## src/rtl/line_raster_if.sv

```systemverilog
// line_raster_if: groups the signals between the line queue, the rasteriser
// and the framebuffer write port.
//   Queue head : QStartX/QStartY/QEndX/QEndY (11b two's complement), QColor (3b),
//                empty, read (pop strobe)
//   Pixel port : pixX (10b), pixY (9b), pixColor (3b), pixValid, pixReady
//   Status     : busy, lineDone
// Modports:
//   master - the rasteriser (drives read, pixel bus and status)
//   slave  - the environment (queue and framebuffer side)
interface line_raster_if;
  logic [10:0] QStartX;
  logic [10:0] QStartY;
  logic [10:0] QEndX;
  logic [10:0] QEndY;
  logic [2:0]  QColor;
  logic        empty;
  logic        read;
  logic [9:0]  pixX;
  logic [8:0]  pixY;
  logic [2:0]  pixColor;
  logic        pixValid;
  logic        pixReady;
  logic        busy;
  logic        lineDone;

  modport master (
    input  QStartX, QStartY, QEndX, QEndY, QColor, empty, pixReady,
    output read, pixX, pixY, pixColor, pixValid, busy, lineDone
  );

  modport slave (
    output QStartX, QStartY, QEndX, QEndY, QColor, empty, pixReady,
    input  read, pixX, pixY, pixColor, pixValid, busy, lineDone
  );
endinterface

```

## src/rtl/line_raster.sv

```systemverilog
// line_raster: pops one line (start, end, colour) from the line queue and
// rasterises it with Bresenham, emitting one framebuffer pixel write per step
// over a valid/ready handshake. Pixels falling outside the visible screen are
// dropped without stalling.
// Ports:
//   clk    - clock
//   rst_b  - asynchronous active-low reset; abandons any line in progress
//   lq     - line_raster_if.master: queue head + pop, pixel write port, status
module line_raster #(
  parameter int SCREEN_W = 640,
  parameter int SCREEN_H = 480,
  parameter int X_ORIGIN = 320,
  parameter int Y_ORIGIN = 240
) (
  input  logic          clk,
  input  logic          rst_b,
  line_raster_if.master lq
);

  typedef enum logic [1:0] {IDLE, SETUP, DRAW} state_t;

  state_t state_reg, state_next;

  logic signed [11:0] x0_reg, x0_next;
  logic signed [11:0] y0_reg, y0_next;
  logic signed [11:0] x1_reg, x1_next;
  logic signed [11:0] y1_reg, y1_next;
  logic signed [11:0] cur_x_reg, cur_x_next;
  logic signed [11:0] cur_y_reg, cur_y_next;
  logic [2:0]         col_reg, col_next;
  logic signed [13:0] dx_reg, dx_next;
  logic signed [13:0] dy_reg, dy_next;
  logic signed [13:0] err_reg, err_next;
  logic               sx_neg_reg, sx_neg_next;
  logic               sy_neg_reg, sy_neg_next;

  // Sign-extend the four queue coordinates to the 12-bit working width.
  logic [10:0]        q_coord [4];
  logic signed [11:0] q_ext   [4];

  assign q_coord[0] = lq.QStartX;
  assign q_coord[1] = lq.QStartY;
  assign q_coord[2] = lq.QEndX;
  assign q_coord[3] = lq.QEndY;

  genvar gi;
  generate
    for (gi = 0; gi < 4; gi++) begin : g_sext
      assign q_ext[gi] = $signed({q_coord[gi][10], q_coord[gi]});
    end
  endgenerate

  // Setup arithmetic: absolute deltas of the latched endpoints.
  logic signed [12:0] dx_diff, dy_diff;
  logic signed [13:0] dx_abs, dy_abs;

  assign dx_diff = 13'(x1_reg) - 13'(x0_reg);
  assign dy_diff = 13'(y1_reg) - 13'(y0_reg);
  assign dx_abs  = (dx_diff < 13'sd0) ? -14'(dx_diff) : 14'(dx_diff);
  assign dy_abs  = (dy_diff < 13'sd0) ? -14'(dy_diff) : 14'(dy_diff);

  // Vector space to screen space: +y in vector space is screen up.
  logic signed [12:0] scr_x, scr_y;
  logic               in_bounds;

  assign scr_x = 13'(cur_x_reg) + 13'(X_ORIGIN);
  assign scr_y = 13'(Y_ORIGIN) - 13'(cur_y_reg);
  assign in_bounds = (scr_x >= 13'sd0) && (scr_x < 13'(SCREEN_W)) &&
                     (scr_y >= 13'sd0) && (scr_y < 13'(SCREEN_H));

  // Bresenham step decision; both axis tests use the pre-step error.
  logic signed [14:0] e2;
  logic               step_x, step_y, at_end;
  logic signed [13:0] err_step;

  assign e2     = $signed({err_reg, 1'b0});
  assign step_x = (e2 >= 15'(dy_reg));
  assign step_y = (e2 <= 15'(dx_reg));
  assign at_end = (cur_x_reg == x1_reg) && (cur_y_reg == y1_reg);

  always_comb begin
    err_step = err_reg;
    if (step_x) err_step = err_step + dy_reg;
    if (step_y) err_step = err_step + dx_reg;
  end

  always_ff @(posedge clk or negedge rst_b) begin
    if (!rst_b) begin
      state_reg  <= IDLE;
      x0_reg     <= '0;
      y0_reg     <= '0;
      x1_reg     <= '0;
      y1_reg     <= '0;
      cur_x_reg  <= '0;
      cur_y_reg  <= '0;
      col_reg    <= '0;
      dx_reg     <= '0;
      dy_reg     <= '0;
      err_reg    <= '0;
      sx_neg_reg <= 1'b0;
      sy_neg_reg <= 1'b0;
    end else begin
      state_reg  <= state_next;
      x0_reg     <= x0_next;
      y0_reg     <= y0_next;
      x1_reg     <= x1_next;
      y1_reg     <= y1_next;
      cur_x_reg  <= cur_x_next;
      cur_y_reg  <= cur_y_next;
      col_reg    <= col_next;
      dx_reg     <= dx_next;
      dy_reg     <= dy_next;
      err_reg    <= err_next;
      sx_neg_reg <= sx_neg_next;
      sy_neg_reg <= sy_neg_next;
    end
  end

  always_comb begin
    state_next  = state_reg;
    x0_next     = x0_reg;
    y0_next     = y0_reg;
    x1_next     = x1_reg;
    y1_next     = y1_reg;
    cur_x_next  = cur_x_reg;
    cur_y_next  = cur_y_reg;
    col_next    = col_reg;
    dx_next     = dx_reg;
    dy_next     = dy_reg;
    err_next    = err_reg;
    sx_neg_next = sx_neg_reg;
    sy_neg_next = sy_neg_reg;

    lq.read     = 1'b0;
    lq.pixValid = 1'b0;
    lq.pixX     = '0;
    lq.pixY     = '0;
    lq.pixColor = '0;
    lq.busy     = (state_reg != IDLE);
    lq.lineDone = 1'b0;

    case (state_reg)
      IDLE: begin
        // rst_b gating keeps read low while reset is held with a non-empty queue.
        if (rst_b && !lq.empty) begin
          lq.read    = 1'b1;
          x0_next    = q_ext[0];
          y0_next    = q_ext[1];
          x1_next    = q_ext[2];
          y1_next    = q_ext[3];
          col_next   = lq.QColor;
          state_next = SETUP;
        end
      end

      SETUP: begin
        dx_next     = dx_abs;
        dy_next     = -dy_abs;
        err_next    = dx_abs - dy_abs;
        sx_neg_next = !(x0_reg < x1_reg);
        sy_neg_next = !(y0_reg < y1_reg);
        cur_x_next  = x0_reg;
        cur_y_next  = y0_reg;
        state_next  = DRAW;
      end

      DRAW: begin
        if (in_bounds) begin
          lq.pixValid = 1'b1;
          lq.pixX     = scr_x[9:0];
          lq.pixY     = scr_y[8:0];
          lq.pixColor = col_reg;
        end
        // Off-screen steps complete immediately; on-screen ones wait for ready.
        if (!in_bounds || lq.pixReady) begin
          if (at_end) begin
            lq.lineDone = 1'b1;
            state_next  = IDLE;
          end else begin
            err_next = err_step;
            if (step_x) cur_x_next = cur_x_reg + (sx_neg_reg ? -12'sd1 : 12'sd1);
            if (step_y) cur_y_next = cur_y_reg + (sy_neg_reg ? -12'sd1 : 12'sd1);
          end
        end
      end

      default: state_next = IDLE;
    endcase
  end

endmodule

```

## src/flat_wrapper.sv

```systemverilog
// flat-port wrapper written by rule: the top's interface ports become plain ports
module line_raster_flat 
#(
  parameter int SCREEN_W = 640,
  parameter int SCREEN_H = 480,
  parameter int X_ORIGIN = 320,
  parameter int Y_ORIGIN = 240
)
  (clk, rst_b, lq_QStartX, lq_QStartY, lq_QEndX, lq_QEndY, lq_QColor, lq_empty, lq_pixReady, lq_read, lq_pixX, lq_pixY, lq_pixColor, lq_pixValid, lq_busy, lq_lineDone);
  line_raster_if lq_i ();
  input  logic clk;
  input  logic rst_b;
  input wire logic [$bits(lq_i.QStartX)-1:0] lq_QStartX;
  input wire logic [$bits(lq_i.QStartY)-1:0] lq_QStartY;
  input wire logic [$bits(lq_i.QEndX)-1:0] lq_QEndX;
  input wire logic [$bits(lq_i.QEndY)-1:0] lq_QEndY;
  input wire logic [$bits(lq_i.QColor)-1:0] lq_QColor;
  input wire logic [$bits(lq_i.empty)-1:0] lq_empty;
  input wire logic [$bits(lq_i.pixReady)-1:0] lq_pixReady;
  output wire logic [$bits(lq_i.read)-1:0] lq_read;
  output wire logic [$bits(lq_i.pixX)-1:0] lq_pixX;
  output wire logic [$bits(lq_i.pixY)-1:0] lq_pixY;
  output wire logic [$bits(lq_i.pixColor)-1:0] lq_pixColor;
  output wire logic [$bits(lq_i.pixValid)-1:0] lq_pixValid;
  output wire logic [$bits(lq_i.busy)-1:0] lq_busy;
  output wire logic [$bits(lq_i.lineDone)-1:0] lq_lineDone;
  assign lq_i.QStartX = lq_QStartX;
  assign lq_i.QStartY = lq_QStartY;
  assign lq_i.QEndX = lq_QEndX;
  assign lq_i.QEndY = lq_QEndY;
  assign lq_i.QColor = lq_QColor;
  assign lq_i.empty = lq_empty;
  assign lq_i.pixReady = lq_pixReady;
  assign lq_read = lq_i.read;
  assign lq_pixX = lq_i.pixX;
  assign lq_pixY = lq_i.pixY;
  assign lq_pixColor = lq_i.pixColor;
  assign lq_pixValid = lq_i.pixValid;
  assign lq_busy = lq_i.busy;
  assign lq_lineDone = lq_i.lineDone;
  line_raster #(.SCREEN_W(SCREEN_W), .SCREEN_H(SCREEN_H), .X_ORIGIN(X_ORIGIN), .Y_ORIGIN(Y_ORIGIN)) u_core (.clk(clk), .rst_b(rst_b), .lq(lq_i));
endmodule
```

## config.mk

```make
export PLATFORM = sky130hd
export DESIGN_NAME = line_raster_flat
export DESIGN_NICKNAME = d
export VERILOG_FILES = /design/src/rtl/line_raster_if.sv /design/src/rtl/line_raster.sv /design/src/flat_wrapper.sv
export SDC_FILE = /design/constraint.sdc
export NUM_CORES = 1
export LEC_CHECK = 0
export BUFFER_PORTS_ARGS = -buffer_cell sky130_fd_sc_hd__buf_2
export CORE_UTILIZATION = 30
export CTS_CLUSTER_SIZE = 8
export DETAILED_ROUTE_END_ITERATION = 16
export MAX_ROUTING_LAYER = met4
export PLACE_DENSITY = 0.48
export SLEW_MARGIN = 10
export SYNTH_ARGS = -nofsm -noshare
export SYNTH_HDL_FRONTEND = slang
export SYNTH_SLANG_ARGS = --single-unit
```

## constraint.sdc

```tcl
create_clock -name clk -period 5.8 [get_ports clk]
set_clock_uncertainty 0.15 [all_clocks]
set_input_delay 0.58 -clock clk [delete_from_list [all_inputs] [get_ports clk]]
set_output_delay 0.58 -clock clk [all_outputs]
set_load 0.05 [all_outputs]
```

==> metrics.csv <==
metric,value,unit
Die Ht,194,um
CTS Sinks,117,
Post-synth EDFFs,0,
total gr overflow,0,
CP peak stage delay,0.56,ns
setup tns final,0,ns
initial core utilization,30.4,%
Vias,9782,
die area,37700,um^2
synth-to-layout area growth,13.1,%
Tmin final,5.32,ns
slew margin rel.,50.9,%
DRT antenna net count,0,
# fillers,3876,
Syn Inst Count,1367,
Root Driver,clkbuf_16,
Worst setup EP type,flip-flop,
antenna violations before repair,0,
worst path buffer plus inverter count,1,
ant diodes,0,
Hold WC Path Type,primary input to flip-flop,
most frequent cells in the layout,"nand2_1, ha_1, dfrtp_1",
top_reg_cell synth,dfrtp_1,
maxcap violations,0,
H-tree Lvls,4,
Synth Warn #,0,
post-synth top area share,26.4,%
clock slew at reported path FFs,0.06,ns
core area,36400,um^2
library cells used by synthesis,88,
vias in the first global route,9725,
Crit-path slowest cell,ha_1,
Final GP Congestion,0.883,
postcts setup bufs,0,
CTS tree,yes,
DR iter-0 viols,529,
Synth Register Bits,117,
Total GRT Usage,18.5,%
"most common cell after layout, fill and taps aside",nand2_1,
routed wire length,32.8,mm
first-pass GRT wire length,53.2,mm
sequential area share after synthesis,26.4,%
Final Setup Violations,0,
worst path cell trace,"inv_1, ha_1, o21ai_0, a31oi_1, o21bai_1, a32o_1, nand2_1, o21ai_0, fa_1, a21o_1, a21oi_1, nand2b_1, a21oi_1, or4_1, a41oi_1, nand3b_1, mux2i_1, o31a_1, o311ai_1",
Longest Clk Path Bufs,2,
Vias/cell,5.14,
Crit path max-delay family,compound AO/OA/AOI/OAI gates,
Finished Core Util,34.4,%
DR pass1 iterations,5,
max frequency,188,MHz
multi-input logic area,7580,um^2
syn nets,1546,
"area leader, netlist",dfrtp_1,
RSZ-0062 raised after global routing,no,
number of top-level pins,77,
# rows,70,
WS Path Type,flip-flop to flip-flop,
Detail Placement HPWL,25.2,mm
# nets final,1604,
CP max FO,13,
layout cells sized above 1,11.4,%
fin crit share,91.7,%
Die W,194,um
Post-CTS Resized,0,
r2r setup slk,0.48,ns
worst path arrival time,5.50,ns
CP Data Required Time,5.98,ns
largest net degree at the start of global routing,71,
hold buffer count at CTS,1,
Netlist Area Pre-Place,11100,um^2
drt wl/cell,17.3,um
setup ws final,0.482,ns
ys async rst share,100,%
Worst Tran Pin Value,0.736,ns
sequential cell area,2930,um^2
largest cells by area after synthesis,"dfrtp_1, ha_1, nand2_1",
CP startpoint kind,flip-flop,
PortBufs,76,
CTS Buf Count,17,
syn avg cell area,8.10,um^2
Fin. Hold Viols,0,
Max Slew Vio Count,0,
clk_lat worst skew,0.44,ns
DP Worst Slack,0.523,ns
drt drc,0,
status,"finished, final reports clean",
metrics by stage:
stage               std cells  hold WS [ns]  instance area [um^2]
global route             1902         0.181                 12500
finish                   1902         0.181                 12500
global placement         1873         0.300                 11900
floorplan                1367         0.134                 11100
CTS                      1902         0.160                 12500
detailed placement       1873         0.304                 11900
layout make-up:
| cell class | instances | share of cell area (%) |
|---|---|---|
| multi-input cells | 1099 | 60.5 |
| clock inverters | 4 | 0.559 |
| inverters | 103 | 3.09 |
| flip-flops and latches | 117 | 23.4 |
| well taps | 468 | 4.67 |
| repair buffers | 87 | 3.74 |
| clock buffers | 24 | 4.09 |
logic make-up after synthesis:
family / Yosys count / share of synthesized area (%)
xor gates and xnor gates: 104 / 8.53
other: 2 / 0.0678
DFF: 117 / 26.4
buffers and inverters: 151 / 5.21
and+or+nand+nor: 468 / 20.2
adders and majority gates: 128 / 14.9
AOI/OAI and AO/OA: 353 / 20.4
muxes: 44 / 4.20
worst reg2reg max path: cells and delay by family (launching register included):
family / cells / cell delay, ns
AOI/OAI and AO/OA: 11 / 2.58
adders and majority gates: 2 / 1.10
buffers and inverters: 1 / 0.08
DFF: 1 / 0.35
muxes: 1 / 0.09
and+or+nand+nor: 4 / 0.87
synthesized netlist by cell type (8+ instances only):
library cell,count
o21a_1,12
mux2_2,20
a21o_1,28
nor4_1,8
a21oi_1,82
nor2_1,86
nand2b_1,16
nor3_1,31
nand2_1,183
ha_1,121
and3_1,9
a31oi_1,10
mux2i_1,24
a211oi_1,13
clkbuf_1,38
buf_2,8
dfrtp_1,117
nor2b_1,23
nand3_1,28
or3_1,17
inv_1,102
and2_1,22
o21ai_0,115
o211ai_1,11
nand4_1,14
xnor2_1,66
o31ai_1,11
xor2_1,35
worst paths after layout:
path                                    from             endpoint  depth (start not counted)
max                         u_core.x0_reg[5]   u_core.err_reg[12]                         19
min                              lq_QEndX[8]     u_core.x1_reg[8]                          3
max reg2reg                 u_core.x0_reg[5]   u_core.err_reg[12]                         19
min reg2reg                u_core.col_reg[2]    u_core.col_reg[2]                          2
max in group asynchronous              rst_b    u_core.dx_reg[12]                          4
min in group asynchronous              rst_b  u_core.cur_x_reg[4]                          2
per-layer routing:
metal | share of wire [%] | global-route usage, %
met1 | 50 | 25.1
met2 | 45 | 28.6
met4 | 1.5 | 5.09
met3 | 3.7 | 2.52
met5 | 0 | -
Power is not shown: default switching activity piles up to over one toggle a cycle in this logic, so the estimate is an artifact.
